File: src/rtl/pit_event_scheduler_if.sv
// Event scheduler port bundle: PIT tick, channel config write port and
// serialised interrupt handshake with per-channel status flags.
interface pit_event_scheduler_if #(
    parameter int unsigned NUM_CH = 4,
    parameter int unsigned CNT_W  = 16,
    parameter int unsigned ID_W   = $clog2(NUM_CH)
);
    logic              tick;
    logic              cfg_we;
    logic [ID_W-1:0]   cfg_ch;
    logic              cfg_en;
    logic [CNT_W-1:0]  cfg_period;
    logic              irq;
    logic [ID_W-1:0]   irq_id;
    logic              irq_ack;
    logic [NUM_CH-1:0] pending;
    logic [NUM_CH-1:0] overrun;

    modport master (
        output tick, cfg_we, cfg_ch, cfg_en, cfg_period, irq_ack,
        input  irq, irq_id, pending, overrun
    );

    modport slave (
        input  tick, cfg_we, cfg_ch, cfg_en, cfg_period, irq_ack,
        output irq, irq_id, pending, overrun
    );
endinterface

File: src/rtl/pit_event_scheduler.sv
// Splits the PIT tick into NUM_CH periodic event channels and serialises
// their expiries onto one interrupt line through a round-robin arbiter.
module pit_event_scheduler #(
    parameter int unsigned NUM_CH = 4,
    parameter int unsigned CNT_W  = 16,
    parameter int unsigned ID_W   = $clog2(NUM_CH)
) (
    input  logic                 aclk,
    input  logic                 aresetn,
    pit_event_scheduler_if.slave bus
);
    typedef enum logic {IDLE, SERVE} state_t;

    state_t            state;
    logic              irq_q;
    logic [ID_W-1:0]   id_q;
    logic [ID_W-1:0]   last;
    logic [NUM_CH-1:0] en;
    logic [NUM_CH-1:0] pend;
    logic [NUM_CH-1:0] ovr;
    logic [CNT_W-1:0]  period [NUM_CH];
    logic [CNT_W-1:0]  cnt    [NUM_CH];

    logic [NUM_CH-1:0] wr_hit_c;
    logic [NUM_CH-1:0] expire_c;
    logic [NUM_CH-1:0] clear_c;
    logic              grant_vld_c;
    logic [ID_W-1:0]   grant_id_c;
    int unsigned       scan_idx_c;

    // Per-channel write hit, expiry and acknowledge-clear; an out-of-range
    // cfg_ch matches no channel, and a write on a channel masks its expiry.
    always_comb begin
        wr_hit_c = '0;
        expire_c = '0;
        clear_c  = '0;
        for (int unsigned i = 0; i < NUM_CH; i++) begin
            wr_hit_c[i] = bus.cfg_we && (32'(bus.cfg_ch) == i);
            expire_c[i] = bus.tick && !wr_hit_c[i] && en[i] &&
                          (period[i] != '0) && (cnt[i] == CNT_W'(1));
            clear_c[i]  = (state == SERVE) && bus.irq_ack && (32'(id_q) == i);
        end
    end

    // Round-robin search starting just above the last serviced channel.
    always_comb begin
        grant_vld_c = 1'b0;
        grant_id_c  = '0;
        scan_idx_c  = 0;
        for (int unsigned k = 1; k <= NUM_CH; k++) begin
            scan_idx_c = (32'(last) + k) % NUM_CH;
            if (!grant_vld_c && pend[ID_W'(scan_idx_c)]) begin
                grant_vld_c = 1'b1;
                grant_id_c  = ID_W'(scan_idx_c);
            end
        end
    end

    always_ff @(posedge aclk or negedge aresetn) begin
        if (!aresetn) begin
            en   <= '0;
            pend <= '0;
            ovr  <= '0;
            for (int unsigned i = 0; i < NUM_CH; i++) begin
                period[i] <= '0;
                cnt[i]    <= '0;
            end
        end else begin
            for (int unsigned i = 0; i < NUM_CH; i++) begin
                if (wr_hit_c[i]) begin
                    en[i]     <= bus.cfg_en;
                    period[i] <= bus.cfg_period;
                    cnt[i]    <= bus.cfg_period;
                    ovr[i]    <= 1'b0;
                end else if (bus.tick && en[i] && (period[i] != '0)) begin
                    cnt[i] <= expire_c[i] ? period[i] : cnt[i] - CNT_W'(1);
                end
                // A fresh expiry beats a same-cycle acknowledge of that channel.
                if (expire_c[i]) begin
                    pend[i] <= 1'b1;
                    if (pend[i] && !clear_c[i]) begin
                        ovr[i] <= 1'b1;
                    end
                end else if (clear_c[i]) begin
                    pend[i] <= 1'b0;
                end
            end
        end
    end

    always_ff @(posedge aclk or negedge aresetn) begin
        if (!aresetn) begin
            state <= IDLE;
            irq_q <= 1'b0;
            id_q  <= '0;
            last  <= ID_W'(NUM_CH - 1);
        end else begin
            case (state)
                IDLE: begin
                    if (grant_vld_c) begin
                        state <= SERVE;
                        irq_q <= 1'b1;
                        id_q  <= grant_id_c;
                    end
                end
                SERVE: begin
                    if (bus.irq_ack) begin
                        state <= IDLE;
                        irq_q <= 1'b0;
                        last  <= id_q;
                    end
                end
                default: begin
                    state <= IDLE;
                    irq_q <= 1'b0;
                end
            endcase
        end
    end

    assign bus.irq     = irq_q;
    assign bus.irq_id  = id_q;
    assign bus.pending = pend;
    assign bus.overrun = ovr;
endmodule

File: src/flat_wrapper.sv
// flat-port wrapper written by rule: the top's interface ports become plain ports
module pit_event_scheduler_flat 
#(
    parameter int unsigned NUM_CH = 4,
    parameter int unsigned CNT_W  = 16,
    parameter int unsigned ID_W   = $clog2(NUM_CH)
)
  (aclk, aresetn, bus_tick, bus_cfg_we, bus_cfg_ch, bus_cfg_en, bus_cfg_period, bus_irq_ack, bus_irq, bus_irq_id, bus_pending, bus_overrun);
  pit_event_scheduler_if #(.NUM_CH(NUM_CH), .CNT_W(CNT_W), .ID_W(ID_W)) bus_i ();
  input  logic aclk;
  input  logic aresetn;
  input wire logic [$bits(bus_i.tick)-1:0] bus_tick;
  input wire logic [$bits(bus_i.cfg_we)-1:0] bus_cfg_we;
  input wire logic [$bits(bus_i.cfg_ch)-1:0] bus_cfg_ch;
  input wire logic [$bits(bus_i.cfg_en)-1:0] bus_cfg_en;
  input wire logic [$bits(bus_i.cfg_period)-1:0] bus_cfg_period;
  input wire logic [$bits(bus_i.irq_ack)-1:0] bus_irq_ack;
  output wire logic [$bits(bus_i.irq)-1:0] bus_irq;
  output wire logic [$bits(bus_i.irq_id)-1:0] bus_irq_id;
  output wire logic [$bits(bus_i.pending)-1:0] bus_pending;
  output wire logic [$bits(bus_i.overrun)-1:0] bus_overrun;
  assign bus_i.tick = bus_tick;
  assign bus_i.cfg_we = bus_cfg_we;
  assign bus_i.cfg_ch = bus_cfg_ch;
  assign bus_i.cfg_en = bus_cfg_en;
  assign bus_i.cfg_period = bus_cfg_period;
  assign bus_i.irq_ack = bus_irq_ack;
  assign bus_irq = bus_i.irq;
  assign bus_irq_id = bus_i.irq_id;
  assign bus_pending = bus_i.pending;
  assign bus_overrun = bus_i.overrun;
  pit_event_scheduler #(.NUM_CH(NUM_CH), .CNT_W(CNT_W), .ID_W(ID_W)) u_core (.aclk(aclk), .aresetn(aresetn), .bus(bus_i));
endmodule
File: config.mk
export PLATFORM = sky130hd
export DESIGN_NAME = pit_event_scheduler_flat
export DESIGN_NICKNAME = d
export VERILOG_FILES = /design/src/rtl/pit_event_scheduler_if.sv /design/src/rtl/pit_event_scheduler.sv /design/src/flat_wrapper.sv
export SDC_FILE = /design/constraint.sdc
export NUM_CORES = 1
export LEC_CHECK = 0
export CORE_ASPECT_RATIO = 0.9
export CORE_MARGIN = 8
export CORE_UTILIZATION = 45
export CTS_CLUSTER_SIZE = 20
export DETAILED_ROUTE_END_ITERATION = 7
export PLACE_DENSITY_LB_ADDON = 0.2
export SLEW_MARGIN = 15
export SYNTH_ARGS = -nofsm -noshare
export SYNTH_HDL_FRONTEND = slang
export SYNTH_SLANG_ARGS = --single-unit
export TNS_END_PERCENT = 50
File: constraint.sdc
create_clock -name aclk -period 2.9 [get_ports aclk]
set_clock_uncertainty 0.2 [all_clocks]
set_input_delay 0.29 -clock aclk [delete_from_list [all_inputs] [get_ports aclk]]
set_output_delay 0.29 -clock aclk [all_outputs]
set_load 0.1 [all_outputs]
== After elaboration in Yosys (flattened, before gate mapping) ==
Cells that the tools add are included.

* Flip-flop bits (word level): 146
* Input port bits: 24
* Output and inout port bits: 11
* Word-level logic and storage cells: 168

* Add/subtract/negate cells: 8
* Magnitude comparators: 4
* Equality and inequality tests: 12
* Multiplexer cells: 54
* Bitwise operators: 1
* Reduce and logical (&&, ||, !) cells: 68

{| class="wikitable"
|+ Operators by type and width
! kind !! count
|-
| $mux 16 || 12
|-
| $eq 16x1->1 const B || 4
|-
| $reduce_bool 16->1 || 4
|-
| $sub 16x1->16 const B || 4
|-
| $logic_and 1x1->1 || 40
|-
| $mux 1 || 32
|-
| $reduce_bool 2->1 || 8
|-
| $lt 2x3->1 const B || 4
|-
| $logic_not 1->1 || 11
|-
| $bmux 1 s2 || 4
|-
| $eq 2x2->1 const B || 4
|-
| $mux 2 || 4
|-
| $reduce_and 2->1 || 3
|-
| $add 2x1->2 const B || 2
|-
| $add 2x2->2 const B || 2
|-
| $eq 2x1->1 const B || 2
|-
| $logic_not 2->1 || 2
|-
| $pmux 1 s2 || 2
|-
| $ne 2x1->1 const B || 1
|-
| $ne 2x2->1 const B || 1
|-
| $not 1->1 || 1
|}

== Logic depth before layout (Yosys ltp) ==
* Word-level depth: 15
* Depth in mapped cells: 8
* Mapped depth without buffers: 7

== Worst setup path after synthesis ==
OpenSTA, ideal clock, no wires.

* Kind: register -> register
* Start point: reg u_core.cnt[26] (netlist name)
* End point: reg u_core.cnt[23] (netlist name)
* Library setup time: 132 ps
* Data arrival time: 1948 ps
* Required time: 2568 ps
* Setup slack: 620 ps
* Cell stages (with the launch flop): 7
* Period minus slack after synthesis: 2280 ps
* Cells stage by stage: dfrtp_1 -> or4_4 -> or4_4 -> buf_6 -> buf_8 -> o221ai_1 -> nand3_1

* Cells in the longest elaborated chain, start to end: 5

{| class="wikitable"
|+ Ends and longest elaborated chain
! what !! RTL line !! source
|-
| from (decl) || pit_event_scheduler.sv:22 || <nowiki>logic [CNT_W-1:0] cnt [NUM_CH];</nowiki>
|-
| from (signal, indexed assignment) || pit_event_scheduler.sv:73 || <nowiki>cnt[i] <= bus.cfg_period;</nowiki>
|-
| from (signal, indexed assignment) || pit_event_scheduler.sv:76 || <nowiki>cnt[i] <= expire_c[i] ? period[i] : cnt[i] - CNT_W'(1);</nowiki>
|-
| $eq 16x1->1 || pit_event_scheduler.sv:40 || <nowiki>(period[i] != '0) && (cnt[i] == CNT_W'(1));</nowiki>
|-
| $logic_and 1x1->1 || pit_event_scheduler.sv:40 ||
|-
| $mux 16 || pit_event_scheduler.sv:76 ||
|-
| $mux 16 || pit_event_scheduler.sv:75 || <nowiki>end else if (bus.tick && en[i] && (period[i] != '0)) begin</nowiki>
|-
| $mux 16 || pit_event_scheduler.sv:70 || <nowiki>if (wr_hit_c[i]) begin</nowiki>
|}

Every way passes these cells. The select of a mux whose other input is x is not followed.
A chain may end at the register's enable or synchronous reset.

== Worst setup path after layout ==
* Start point: reg u_core.period[29] (netlist name)
* End point: reg u_core.cnt[24] (netlist name)

* Cells in the longest elaborated chain, start to end: 6
* Elaborated cells on any way between the ends: 8
* Classes of those cells: mux (3); reduce/logical (5)

{| class="wikitable"
|+ Ends and longest elaborated chain
! what !! RTL line !! source
|-
| from (decl) || pit_event_scheduler.sv:21 || <nowiki>logic [CNT_W-1:0] period [NUM_CH];</nowiki>
|-
| from (signal, indexed assignment) || pit_event_scheduler.sv:72 || <nowiki>period[i] <= bus.cfg_period;</nowiki>
|-
| $reduce_bool 16->1 (*) || pit_event_scheduler.sv:40, pit_event_scheduler.sv:75 ||
|-
| $logic_and 1x1->1 || pit_event_scheduler.sv:39 || <nowiki>expire_c[i] = bus.tick && !wr_hit_c[i] && en[i] &&</nowiki>
|-
| $logic_and 1x1->1 || pit_event_scheduler.sv:40 ||
|-
| $mux 16 || pit_event_scheduler.sv:76 ||
|-
| $mux 16 || pit_event_scheduler.sv:75 ||
|-
| $mux 16 || pit_event_scheduler.sv:70 ||
|}

Every way passes the cells marked *; elsewhere a longest branch is shown, timed or not. The select of a mux whose other input is x is not followed.

==> flow_summary.ini <==
[outcome]
status = finished clean

[clocking]
cts_buffers = 17
cts_max_level = 4
clock-sinks = 146
clk_latency_ps = 430
ctsRootBufferMaster = clkbuf_16
cts_tree = done
cts_buffer_depth = 2
clk_pin_slew_ps = 70

[logic_synthesis]
synth-async-reset-ratio = 1.000
synth_ff_type = dfrtp_1
synth_cell_types = 63
synth_area_per_cell_um2 = 9.019
synth_top_area_share = 0.4619
synth-seq-area-share = 0.4686
yosys_warnings = 0
synthesis.area_mm2 = 0.007801
yosysTopAreaCell = dfrtp_1
syn_inst = 865
synth-edff-count = 0
synth_fp_nets = 897
synthTopCellsByCount = 268 x nand2_1, 144 x dfrtp_1, 47 x nor2_1
synth.most_common_cell = nand2_1
ys_ff_latch = 146
yosys-top-cells-area = dfrtp_1 46%, nand2_1 13%, mux2i_1 4.9%

[timing]
rsz0062_at_grt = false
final_hold_viol_count = 0
layout_setup_ws_ps = 169.9
worst_pin_slew_ps = 1143
final.setup.tns_ps = 0
setup-violations-final = 0
slew_violations = 0
min_period_ps = 2730
fmax_mhz = 366.3
fin_crit_sh = 0.9414
relSlewSlack = 0.2354

[critical_path]
rrSetupSlack_ps = 170
crit_chain = nor4_1, a41oi_1, nor2_1, a21boi_0, o31ai_2
required_ps = 3040
reg2reg_depth = 5
critical_path_class = reg2reg
cp-end-kind = flop
worstPathArrival_ps = 2870
start_kind = flop
crit_fanout = 16
slowest_delay_ps = 910
cp_slowest_cell = nor2_1

[pwr]
ir_drop_v = 0.0004136
p_leak_nw = 4.160
combPwrFrac = 0.312
pwr-share-clk = 0.271
pwr-share-seq = 0.417
power.internal_mw = 4.881
power.total_mw = 7.856
switching_power_mw = 2.975
power.density_mw_per_mm2 = 871.3
netSwitchingFraction = 0.3786

[grt]
grt_max_degree = 76
antenna_found_initial = 1
grt_pass1_vias = 6252
grt_usage = 0.2019
grt-ovfl-total = 0
grt_pass1_wl_mm = 34.53

[floorplanning]
core_mm2 = 0.01695
die_w_um = 154.8
initial_utilization = 0.4603
die_height_um = 140.9
core.rowCount = 45
dieArea_mm2 = 0.02181
io_pins = 35

[drt]
dr.first_iter.drc_count = 606
drt_pass1_iterations = 5
wire_per_inst_um = 18.50
wl_mm = 21.35
dr_total_vias = 6445
via_per_inst = 5.585
ant_nets = 0
drcViolationCount = 0

[final_layout]
diodes = 0
nNetsFinal = 938
fill_cells = 1582
area_delta_synth_final_pct = 15.57
layout-drive-gt1-share = 0.09902

[placement]
portBuffers = 34
gp_congestion = 0.8101
post-place-ws_ps = 229.8
dp_hpwl_mm = 14.24

[worst_hold_path]
hold_class = in2async

[run]
cap_violations = 0
[state kept, by name (all words and copies together), names as in the netlist]
register / cells
u_core.bus.irq: 1
u_core.en: 4
u_core.bus.irq_id: 2
u_core.bus.overrun: 4
u_core.cnt: 64
u_core.last: 2
u_core.period: 64
u_core.state: 1
u_core.bus.pending: 4
[power by group through the flow]
stage | clock network (mW) | registers (mW) | logic (mW)
global placement | 0 | 3.27 | 2.39
CTS | 2.16 | 3.26 | 2.45
finish | 2.13 | 3.28 | 2.45
global route | 2.24 | 3.36 | 2.75
detailed placement | 0 | 3.28 | 2.44
floorplan | 0 | 3.23 | 1.76
[layout make-up]
type                    count  area, um2  area share
multi-input cells         669       3931      0.4360
flip-flops and latches    146       3656      0.4055
repair buffers             60      524.3     0.05815
clock buffers              19      452.9     0.05024
well taps                 235      294.0     0.03261
clock inverters            13      112.6     0.01249
inverters                  12      45.04    0.004996
[routing by layer]
layer	wire [um]	vias to the layer above	share of wire	GRT usage
li1	-	3146	-	-
met1	10620	3149	0.50	0.2822
met2	9699	129	0.45	0.3144
met3	785	19	0.037	0.04094
met4	239	2	0.011	0.05100
met5	13	-	0.00061	0
[worst max-delay path: cells and delay by family (launching register included)]
family	cells	cell delay, ps
AND/OR/NAND/NOR	2	1410
AO/OA/AOI/OAI	3	640
flip-flops	1	400
[worst paths after layout]
check | start | to
setup / recovery | u_core.period[29] | u_core.cnt[24]
hold / removal | aresetn | u_core.bus.overrun[3]
min in group aclk | u_core.en[1] | u_core.en[1]
max in group asynchronous | aresetn | u_core.last[1]
setup reg to reg | u_core.period[29] | u_core.cnt[24]
hold reg to reg | u_core.en[1] | u_core.en[1]
[metrics by stage]
step	instance area, um2	utilization	hold WS (ps)	instances
6_report	9016	0.5320	152.8	1154
5_1_grt	9016	0.5320	188.2	1154
4_1_cts	9014	0.5319	159.4	1154
3_5_place_dp	8438	0.4979	50.31	1121
3_3_place_gp	8438	0.4979	47.32	1121
2_1_floorplan	7801	-	-205.6	865
[placed cells by master (no fill, tap or decap), types with 13 or more instances in the layout]
| master | Yosys | routed |
|---|---|---|
| nand2_1 | 268 | 268 |
| mux2i_1 | 38 | 38 |
| nor4_1 | 28 | 28 |
| a22oi_1 | 20 | 20 |
| o31ai_1 | 17 | 17 |
| clkbuf_16 | 0 | 17 |
| xnor2_1 | 31 | 31 |
| nor2_1 | 47 | 45 |
| nand3_1 | 16 | 16 |
| xor2_1 | 13 | 13 |
| o211ai_1 | 25 | 25 |
| o21ai_0 | 29 | 29 |
| clkdlybuf4s50_1 | 0 | 22 |
| dfrtp_1 | 144 | 144 |
| buf_4 | 2 | 35 |
[cells by family after synthesis]
kind of cell | after synthesis | synth area share
mux | 38 | 0.04876
xor+xnor | 44 | 0.04940
flops | 146 | 0.4686
simple gates | 429 | 0.2526
fa+ha+maj | 8 | 0.01283
compound gates | 150 | 0.1391
buf+inv | 50 | 0.02871
[repair_timing]
item / CTS / global route
endpoints found under the setup margin: 0 / 0
resized for setup: 0 / 0
hold endpoints to repair: 43 / 0
setup buffers: 0 / 0
hold buffers: 1 / 0
No activity file was read; power rests on OpenSTA's default activity.
